===== config.mk =====
export PLATFORM = sky130hd
export DESIGN_NAME = lsu_dccm_stbuf
export DESIGN_NICKNAME = d
export VERILOG_FILES = /design/src/rtl/lsu_dccm_stbuf.sv
export SDC_FILE = /design/constraint.sdc
export NUM_CORES = 1
export LEC_CHECK = 0
export CAP_MARGIN = 20
export CELL_PAD_IN_SITES_DETAIL_PLACEMENT = 0
export CELL_PAD_IN_SITES_GLOBAL_PLACEMENT = 2
export CORE_ASPECT_RATIO = 1.4
export CORE_UTILIZATION = 38
export CTS_BUF_LIST = sky130_fd_sc_hd__clkbuf_8
export CTS_CLUSTER_DIAMETER = 100
export DETAILED_ROUTE_END_ITERATION = 7
export HOLD_SLACK_MARGIN = 0.1
export PLACE_DENSITY = 0.75
export SLEW_MARGIN = 20
export SYNTH_ARGS = -nofsm -noshare
export SYNTH_HDL_FRONTEND = slang
export SYNTH_SLANG_ARGS = --single-unit

===== constraint.sdc =====
create_clock -name clk -period 2.1 [get_ports clk]
set_input_delay 0.315 -clock clk [delete_from_list [all_inputs] [get_ports clk]]
set_output_delay 0.315 -clock clk [all_outputs]
set_load 0.01 [all_outputs]

===== src/rtl/lsu_dccm_stbuf.sv =====
// Four-entry in-order store buffer between LSU commit and the single-ported DCCM.
// Drains to the DCCM write port when the load pipe leaves the port idle, and flags loads that hit pending stores.
module lsu_dccm_stbuf #(
   parameter int DEPTH  = 4,
   parameter int ADDR_W = 16,
   parameter int DATA_W = 39
) (
   input  logic                       clk,
   input  logic                       rst_l,
   input  logic                       lsu_freeze_dc3,
   input  logic                       st_valid,
   input  logic [ADDR_W-1:0]          st_addr,
   input  logic [DATA_W-1:0]          st_data,
   output logic                       st_ready,
   input  logic                       ld_rden,
   input  logic [ADDR_W-1:0]          ld_addr_lo,
   input  logic [ADDR_W-1:0]          ld_addr_hi,
   output logic                       ld_stall,
   output logic                       dccm_wren,
   output logic [ADDR_W-1:0]          dccm_wr_addr,
   output logic [DATA_W-1:0]          dccm_wr_data,
   output logic                       stbuf_empty,
   output logic [$clog2(DEPTH):0]     stbuf_count
);

   localparam int PTR_W = $clog2(DEPTH);
   localparam int CNT_W = PTR_W + 1;
   localparam int WA_W  = ADDR_W - 2;

   logic [DEPTH-1:0]  vld;
   logic [WA_W-1:0]   addr_q [DEPTH];
   logic [DATA_W-1:0] data_q [DEPTH];
   logic [PTR_W-1:0]  wr_ptr;
   logic [PTR_W-1:0]  rd_ptr;
   logic [CNT_W-1:0]  count;

   logic full;
   logic enq;
   logic drain;
   logic hit;
   logic unused_lsbs;

   assign unused_lsbs = ^{st_addr[1:0], ld_addr_lo[1:0], ld_addr_hi[1:0]};

   assign full        = (count == CNT_W'(DEPTH));
   assign stbuf_empty = (count == '0);
   assign stbuf_count = count;

   // No bypass: a full buffer refuses stores even when it drains this cycle.
   assign st_ready = ~full & ~lsu_freeze_dc3;
   assign enq      = st_valid & st_ready;

   // A full buffer takes the port from the load so a load stream cannot starve the drain.
   assign drain     = ~stbuf_empty & ~lsu_freeze_dc3 & (~ld_rden | full);
   assign dccm_wren = drain;

   assign dccm_wr_addr = {addr_q[rd_ptr], 2'b00};
   assign dccm_wr_data = data_q[rd_ptr];

   always_comb begin
      hit = 1'b0;
      for (int i = 0; i < DEPTH; i++) begin
         if (vld[i] && ((addr_q[i] == ld_addr_lo[ADDR_W-1:2]) ||
                        (addr_q[i] == ld_addr_hi[ADDR_W-1:2])))
            hit = 1'b1;
      end
   end

   assign ld_stall = ld_rden & (hit | (full & ~lsu_freeze_dc3));

   always_ff @(posedge clk or negedge rst_l) begin
      if (!rst_l) begin
         vld    <= '0;
         wr_ptr <= '0;
         rd_ptr <= '0;
         count  <= '0;
         for (int i = 0; i < DEPTH; i++) begin
            addr_q[i] <= '0;
            data_q[i] <= '0;
         end
      end else begin
         // Drain and enqueue never target the same slot: drain needs an entry, enqueue needs a free one.
         if (drain) begin
            vld[rd_ptr] <= 1'b0;
            rd_ptr      <= rd_ptr + PTR_W'(1);
         end
         if (enq) begin
            vld[wr_ptr]    <= 1'b1;
            addr_q[wr_ptr] <= st_addr[ADDR_W-1:2];
            data_q[wr_ptr] <= st_data;
            wr_ptr         <= wr_ptr + PTR_W'(1);
         end
         case ({enq, drain})
            2'b10:   count <= count + CNT_W'(1);
            2'b01:   count <= count - CNT_W'(1);
            default: count <= count;
         endcase
      end
   end

endmodule


# Word level (Yosys, flattened, before mapping)
# Cells that the tools add are included.
# totals
reg_bits,223
latchBits,0
mem_bits_rw,0
romBits,0
inputBits,92
out_inout_bits,62
wordCells,87
n_memories,0
# op_classes
add_sub_neg,4
mul,0
div,0
magnitude_cmp,7
n_eq_ne,11
n_shift,0
mux,23
n_bitwise,17
reduce_logical,13
# ops
cell,n
$bwmux 156,1
$mux 39,3
$eq 14x14->1,8
$bmux 39 s2,1
$demux 39 s2,1
$bwmux 56,1
$mux 14,3
$bmux 14 s2,1
$demux 14 s2,1
$mux 4,2
$logic_and 1x1->1,7
$and 1x1->1,6
$ge 3x3->1 const B,2
$lt 2x3->1 const B,2
$mux 1,6
$not 2->3,2
$pmux 3 s2,1
$add 2x1->2 const B,2
$and 4x4->4,1
$demux 1 s2,2
$ge 2x1->1 const B,2
$logic_or 1x1->1,4
$not 1->1,4
$not 4->4,1
10 further kinds,11

# Longest topological paths before layout
# Gate-level depths: netlist (run 1).
# depth
depth_word,9
mapped_depth,11
ltp_nobuf,10

# Worst setup path before layout (run 1)
# No wires, ideal clock.
# synth_path
kind,register to register
from,"reg count[0], in the netlist stbuf_count[0]"
to,"reg count[2], in the netlist stbuf_count[2]"
setup_time_ps,79
t_arrival_ps,2148
required_time_ps,2021
slack_ps,-128
path_stages_with_launch,9
path_buffers,0
period_less_slack_ps,2228
path_cell_list,dfrtp_1 > nor3_1 > nor3_2 > ha_1 > inv_1 > fa_1 > xor2_1 > nor2_1 > xor2_1
# synth_between
elab_chain_cells,6
word_cells_on_any_way,15
classes_between,2 x add/sub; 3 x eq/ne; 1 x mux; 7 x bitwise; 2 x reduce/logical
# synth_lines
item,line_no,source
from (decl),35,logic [CNT_W-1:0] count;
from (signal assigned),94,2'b10: count <= count + CNT_W'(1);
from (signal assigned),95,2'b01: count <= count - CNT_W'(1);
from (signal assigned),96,default: count <= count;
$logic_not 3->1 (*),46,assign stbuf_empty = (count == '0);
named net stbuf_empty,22,"output logic stbuf_empty,"
$not 1->1 (*),54,assign drain = ~stbuf_empty & ~lsu_freeze_dc3 & (~ld_rden | full);
$and 1x1->1 (*) (2 in a row),54,
named net dccm_wren,19,"output logic dccm_wren,"
$eq 2x1->1 or $eq 2x2->1 (tied branches),93,"case ({enq, drain})"
$pmux 3 s2 or $reduce_bool 2->1 (tied branches),--,
# The timed path passes the listed nets; every way through them passes the cells marked *.
# A chain may end at the register's enable or synchronous reset.

# Worst setup path after layout (run 1)
# layout_path
from,reg addr_q[16] (netlist bit)
to,out ld_stall
# layout_between
elab_chain_cells,7
word_cells_on_any_way,8
classes_between,2 x eq/ne; 2 x mux; 2 x bitwise; 2 x reduce/logical
# layout_lines
item,line_no,source
from (decl),31,logic [WA_W-1:0] addr_q [DEPTH];
"from (signal, indexed assignment)",89,addr_q[wr_ptr] <= st_addr[ADDR_W-1:2];
$eq 14x14->1 (on tied branches),"63, 64",
$logic_or 1x1->1 (*),63,if (vld[i] && ((addr_q[i] == ld_addr_lo[ADDR_W-1:2]) ||
$logic_and 1x1->1 (*),63,
$mux 1 (*) (2 in a row),63,
$or 1x1->1 (*),69,assign ld_stall = ld_rden & (hit | (full & ~lsu_freeze_dc3));
$and 1x1->1 (*),69,
to (decl),18,"output logic ld_stall,"
# Mark *: on every way between the ends. The rest lies on a longest branch, timed or not.

==> results of run 1 <==
==> critical path, stage by stage (launching register included) <==
cell and delay (ns):
dfrtp_2 0.46, xnor2_1 0.31, nand4_1 0.15, nor4_2 0.24, o21ai_1 0.13, a41oi_1 0.16
buf_2 0.16
==> flip-flops by register name, summed over array words and instances (netlist names) <==
signal       flops
addr_q          56
data_q         156
rd_ptr           2
stbuf_count      3
vld              4
wr_ptr           2
==> stage by stage <==
step / setup slack [ns] / total power (W) / instance area [um2]
after floorplan: 0.01572 / 0.01574 / 12170
after global placement: -0.8651 / 0.02126 / 14810
after detailed placement: -0.8274 / 0.02133 / 14810
after CTS: -0.4021 / 0.02661 / 16110
after global routing: -0.4891 / 0.02846 / 16350
final: -0.3761 / 0.02687 / 16350
==> timing repair <==
action                                  4_1_cts  5_1_grt
gates resized for setup                     314       49
pin swaps                                    12       13
hold buffers                                  1        0
endpoints found under the hold margin        54        0
cloned                                        4        0
buffers inserted                             20        8
endpoints found under the setup margin       57       56
==> cells in the final DEF (no fill, tap or decap), types with 24 or more instances in the layout <==
| cell type | count |
|---|---|
| dfrtp_1 | 204 |
| mux2_4 | 196 |
| buf_4 | 113 |
| xnor2_1 | 95 |
| clkdlybuf4s50_1 | 84 |
| buf_6 | 59 |
| mux4_2 | 53 |
| clkbuf_8 | 49 |
| buf_12 | 34 |
| nand4_1 | 24 |
==> logic make-up after synthesis <==
family,count (synthesis)
fa+ha+maj,10
flops,223
xor+xnor,117
simple gates,63
compound gates,9
other cells,1
mux,266
buf+inv,73
==> layer usage <==
| metal | track usage [%] | up-vias | part of all wire [%] |
|---|---|---|---|
| li1 | - | 3290 | - |
| met1 | 25.13 | 3743 | 42 |
| met2 | 34.80 | 200 | 50 |
| met3 | 3.618 | 70 | 4.4 |
| met4 | 8.603 | 2 | 3.6 |
| met5 | 0 | - | 0.038 |
==> final timing paths <==
| kind | from | to | slack [ns] |
|---|---|---|---|
| max in group asynchronous | rst_l | data_q[102] | 1.05 |
| worst max-delay path | addr_q[16] | ld_stall | -0.38 |
| worst min register to register | data_q[38] | data_q[38] | 0.50 |
| min in group clk | st_data[38] | data_q[155] | 0.48 |
| worst max register to register | stbuf_count[1] | stbuf_count[2] | 0.13 |
| worst min-delay path | rst_l | addr_q[34] | 0.31 |
==> cell type report <==
type,count,area [um2]
Clock inverter,13,112.6
Inverter,10,37.54
Clock buffer,49,674.4
Multi-Input combinational cell,467,6206
Timing Repair Buffer,306,3218
Fill cell,2681,15150
Tap cell,395,494.2
Sequential cell,223,5607
==> where the power goes <==
group | internal (W) | total [W] | switching (W)
logic | 0.00947 | 0.0145 | 0.00504
registers | 0.00652 | 0.00827 | 0.00176
clock network | 0.00233 | 0.00409 | 0.00176
==> results.md, run 1 <==
* Pwr dens at 1644 nW/um2
* Library cells used by synthesis at 31
* Total negative setup slack at -11.83 ns
* Yosys reg bits at 223
* Post-synthesis average cell area at 15.95 um2
* CTS Sinks at 223
* Async S/R FF share, synth at 100.0%
* Worst slew pin tran at 0.5473 ns
* Setup repair after global routing missed its margin: yes
* Clock skew at 0.01340 ns
* DR WL/cell at 21.65 um
* Critical path data required time at 1.78 ns
* CTS max path bufs at 3
* Xor-xnor portion of the synthesized cell area at 8.429%
* Number of synthesized flops with an enable pin at 0
* First-pass GRT wire length at 49670 um
* Mux cell area share after synthesis at 35.59%
* Outcome: complete, but fails checks
* Synth area leaders: dfrtp_1 (46%), mux2_4 (24%), mux4_2 (9.8%)
* Compound-Gate Fraction of Synth Area at 0.4837%
* Final worst setup slack at -0.3761 ns
* Clock Latency Late Sink at 0.54 ns
* Core area at 31500 um2
* Ys flop type: dfrtp_1
* Fin util at 51.90%
* Failing checks: setup timing
* Post-synth top area share at 45.90%
* Gr ovfl total at 0
* Row Count at 77
* Period utilization at 117.9%
* DRT Pass-1 Iters at 4
* Reg2Reg Depth at 9
* Die X at 153.2 um
* Yosys top cell by area: dfrtp_1
* Adder-Cell Fraction of Synth Area at 1.091%
* Vias in the first global route at 8242
* Die area at 32720 um2
* Post-detail-place hpwl at 21830 um
* Slew HR at 63.52%
* Ant diodes at 0
* Final Max Slew Viols at 0
* Count of nets after finishing at 1150
* Final Hold Viols at 0
* Initial DRC Count at 289
* Hold Crit Class: input pin to asynchronous set/reset pin
* Fin Hold WS at 0.3129 ns
* MaxCap Viol Count at 0
* Area grow syn2layout at 34.49%
* Antenna violations before repair at 1
* Effective utilization at floorplan at 38.59%
* Dpl cells at 1371
* Input/output buffers at 145
* Synthesized cell area at 12160 um2
* Arr. time, crit path at 2.16 ns
* Largest family of logic cells by synthesized area: multiplexers
* Largest net degree at the start of global routing at 63
* DRC violations left at 0
* Tot GR Track Use at 20.25%
* CP Class: flip-flop to primary output
* Clk root buf: clkbuf_8
* Antenna-violating nets left at 0
* Clock slew at reported path FFs at 0.06 ns
* Max VDD drop at 0.7928 mV
* Seq/Total Area, Yosys at 45.90%
* Top cells by instance count after synthesis: dfrtp_1 (223), mux2_4 (196), xnor2_1 (115)
* Via density at 4.993
* GP Congestion at 0.9186
* Peak Freq at 403.9 MHz
* Crit start category: flip-flop
* Drt total wl at 31680 um
* Yosys warns at 0
* Layout cells sized above 1 at 55.71%
* IO Count at 154
* CTS buffer count at 40
* DR vias at 7305
* CTS tree: done
* Top-count cell post-synth: dfrtp_1
* Final count of negative-setup-slack endpoints at 54
* Worst Path Max Fanout at 3
* Number of H-tree branching levels at 2
* Leakage power at 7.625 nW
* Worst Setup End Kind: primary output
* Die height at 213.6 um
* Post-layout minimum cycle time at 2.476 ns
* Finished Layout Cells at 1463
* Cells after synthesis at 762
* Post-synthesis simple-gate area fraction at 3.283%
Note: power is estimated with default switching activity, not from simulation.
==> run 2, diff against run 1 <==
--- a/config.mk
+++ b/config.mk
@@ -9,6 +9,7 @@
 export CELL_PAD_IN_SITES_DETAIL_PLACEMENT = 0
 export CELL_PAD_IN_SITES_GLOBAL_PLACEMENT = 2
 export CORE_ASPECT_RATIO = 1.4
+export CORE_MARGIN = 5
 export CORE_UTILIZATION = 38
 export CTS_BUF_LIST = sky130_fd_sc_hd__clkbuf_8
 export CTS_CLUSTER_DIAMETER = 100
==> run 2 against run 1 <==
  * The flow still finishes with violations (setup timing)
  * Worst hold slack better by 0.025 ns
  * Die area up 9.2%
  * Routed wire length up 1.3%
  * Via count down 0.21%
  * Clock skew up 0.0027 ns
  * Clock-buffer cell count up 2
  * Final cell count up 1.2%
  * Sequential share of layout area about the same
  * Largest cell class unchanged
  * Highest routed layer is now met4
==> results.md, run 2 (synthesis results as in run 1) <==
* CTS max path bufs at 3 (unchanged)
* Input/output buffers at 145 (unchanged)
* Initial DRC Count at 310 (+7.3%)
* Clk root buf: clkbuf_8
* Internal at 0.01818 W (-0.76%)
* Core area at 31600 um2 (+0.31%)
* Slew HR at 62.64% (-0.88 points)
* Drt total wl at 32090 um (+1.3%)
* Die area at 35720 um2 (+9.2%)
* Clk pwr share at 15.3% (about the same)
* Critical path data required time at 1.78 ns (about the same)
* Fillers at 2707 (+0.97%)
* Worst Path Max Fanout at 3 (unchanged)
* Row Count at 77 (unchanged)
* Met1 Usage GRT at 21.79% (-3.3 points)
* Antenna violations before repair at 1 (unchanged)
* MaxCap Viol Count at 0 (unchanged)
* Pwr dens at 1641 nW/um2 (-0.14%)
* Period utilization at 120.0% (+2.1 points)
* Reg2Reg Depth at 9 (unchanged)
* Met2 Usage GRT at 31.82% (-3.0 points)
* Post-detail-place hpwl at 22950 um (+5.1%)
* Final Max Slew Viols at 0 (unchanged)
* Top Registers: data_q x156, addr_q x56, vld x4
* Leakage power at 7.681 nW (+0.73%)
* Effective utilization at floorplan at 38.47% (-0.12 points)
* Crit start category: flip-flop
* Die height at 221.6 um (+3.7%)
* Most common cell after layout, fill and taps aside: dfrtp_1
* Post-layout minimum cycle time at 2.520 ns (+0.04401 ns)
* Met3 Resource Use GR at 3.478% (-0.14 points)
* Vias in the first global route at 8492 (+3.0%)
* Die X at 161.2 um (+5.2%)
* Count of nets after finishing at 1156 (+0.52%)
* FF/Latch Area at 5597 um2 (-0.18%)
* Hold Crit Class: input pin to asynchronous set/reset pin
* Antenna-violating nets left at 0 (unchanged)
* Worst reg2reg setup slack at 0.09 ns (-0.04 ns)
* Reg2reg start: stbuf_count[1]
* Clock skew at 0.01613 ns (+0.002727 ns)
* CTS Sinks at 223 (unchanged)
* FF-to-FF End: stbuf_count[2]
* DRC violations left at 0 (unchanged)
* CTS tree: done
* Max VDD drop at 0.7645 mV (-3.6%)
* Comb power frac at 53.8% (-0.2 points)
* Peak Freq at 396.8 MHz (-1.7%)
* Setup repair after global routing missed its margin: yes
* Clock Latency Late Sink at 0.53 ns (about the same)
* Failing checks: setup timing
* Final Hold Viols at 0 (unchanged)
* Largest net degree at the start of global routing at 66 (+4.8%)
* CP Capture Point: ld_stall
* Placed Area at 14850 um2 (+0.30%)
* Layout cells sized above 1 at 54.89% (-0.82 points)
* Area grow syn2layout at 34.25%
* Commonest cells after routing, fill and taps aside: dfrtp_1 (212), mux2_4 (196), buf_4 (127), xnor2_1 (98), clkdlybuf4s50_1 (85)
* Most flop-heavy register: data_q
* IO Count at 154 (unchanged)
* Max FFs per register at 156 (unchanged)
* Clock slew at reported path FFs at 0.06 ns (about the same)
* DR vias at 7290 (-0.21%)
* Switching pwr at 0.008611 W (+0.62%)
* Seq pwr share at 30.9% (about the same)
* Setup crit start: addr_q[16]
* Tot GR Track Use at 18.10% (-2.1 points)
* Design area at 16320 um2 (-0.18%)
* First-pass GRT wire length at 50340 um (+1.3%)
* Sw Ratio at 32.15% (+0.30 points)
* Multi-input logic area at 6166 um2 (-0.65%)
* Finished Layout Cells at 1480 (+1.2%)
* Outcome: complete, but fails checks
* CP Class: flip-flop to primary output
* Gr ovfl total at 0 (unchanged)
* Dpl cells at 1382 (+0.80%)
* Arr. time, crit path at 2.21 ns (+0.05 ns)
* GRT Max-Usage Layer: met2
* Final count of negative-setup-slack endpoints at 54 (unchanged)
* DR WL/cell at 21.68 um (+0.13%)
* Via density at 4.926 (-1.4%)
* Number of H-tree branching levels at 2 (unchanged)
* Worst slew pin tran at 0.5604 ns (+0.01314 ns)
* Final worst setup slack at -0.4202 ns (-0.04401 ns)
* GP Congestion at 0.8989 (-2.1%)
* Worst Setup End Kind: primary output
* DRT Pass-1 Iters at 4 (unchanged)
* CTS buffer count at 39 (-2.5%)
==> run 2: metrics by stage <==
| stage | utilization, % | setup WS [ns] | power, W | setup TNS (ns) | hold WS [ns] |
|---|---|---|---|---|---|
| 5_1_grt | 51.65 | -0.5104 | 0.02834 | -14.83 | 0.3551 |
| 6_report | 51.65 | -0.4202 | 0.02679 | -11.19 | 0.3374 |
| 3_5_place_dp | 46.99 | -0.9072 | 0.02149 | -12.38 | 0.3214 |
| 3_3_place_gp | 46.99 | -0.9520 | 0.02137 | -12.68 | 0.3100 |
| 4_1_cts | 50.95 | -0.4421 | 0.02657 | -15.44 | 0.3267 |
| 2_1_floorplan | - | 0.01572 | 0.01574 | 0 | 0.01941 |
==> run 2: final cells by class <==
| class | count | area share (%) |
|---|---|---|
| inverters | 10 | 0.2300 |
| flip-flops and latches | 223 | 34.29 |
| clock buffers | 51 | 4.301 |
| diodes | 1 | 0.01533 |
| well taps | 395 | 3.028 |
| clock inverters | 20 | 0.6823 |
| multi-input cells | 467 | 37.78 |
| repair buffers | 313 | 19.67 |
==> run 2: layer usage <==
layer | vias to the layer above | share of wire [%]
li1 | 3307 | -
met1 | 3731 | 40
met2 | 178 | 52
met3 | 74 | 4.2
met4 | 0 | 3.8
met5 | - | 0
==> run 2: worst min path at each step <==
stage	end	slack [ns]	from	depth (start not counted)
floorplan	addr_q[0]	0.02	rst_l	0
global placement	data_q[123]	0.31	rst_l	1
detailed placement	data_q[45]	0.32	rst_l	1
CTS	data_q[118]	0.33	rst_l	2
global route	data_q[118]	0.36	rst_l	2
finish	data_q[6]	0.34	rst_l	2
==> run 2: what timing repair did <==
action,in CTS,in global routing
hold buffers,1,0
gates resized for setup,292,58
buffers inserted,19,6
endpoints found under the setup margin,57,57
cloned,2,1
hold endpoints to repair,58,0
pin swaps,14,16
==> run 2: power groups by stage <==
| stage | Combinational, W | Sequential, W | Clock, W |
|---|---|---|---|
| 3_5_place_dp | 0.0132 | 0.00828 | 0 |
| 6_report | 0.0144 | 0.00827 | 0.00411 |
| 4_1_cts | 0.0140 | 0.00828 | 0.00427 |
| 3_3_place_gp | 0.0131 | 0.00827 | 0 |
| 2_1_floorplan | 0.00803 | 0.00771 | 0 |
| 5_1_grt | 0.0153 | 0.00854 | 0.00447 |
==> run 2: critical path, cell delays in order, from the launching register on <==
cell	delay, ns
dfrtp_2	0.46
xnor2_4	0.20
nand4_1	0.14
nor4_2	0.35
o21ai_1	0.12
a41oi_1	0.23
buf_2	0.17
==> run 3, diff against run 2 <==
--- a/config.mk
+++ b/config.mk
@@ -14,7 +14,6 @@
 export CTS_BUF_LIST = sky130_fd_sc_hd__clkbuf_8
 export CTS_CLUSTER_DIAMETER = 100
 export DETAILED_ROUTE_END_ITERATION = 7
-export HOLD_SLACK_MARGIN = 0.1
 export PLACE_DENSITY = 0.75
 export SLEW_MARGIN = 20
 export SYNTH_ARGS = -nofsm -noshare
==> results of run 3 <==
The final DEF is identical to that of run 2; final timing and power are the same.
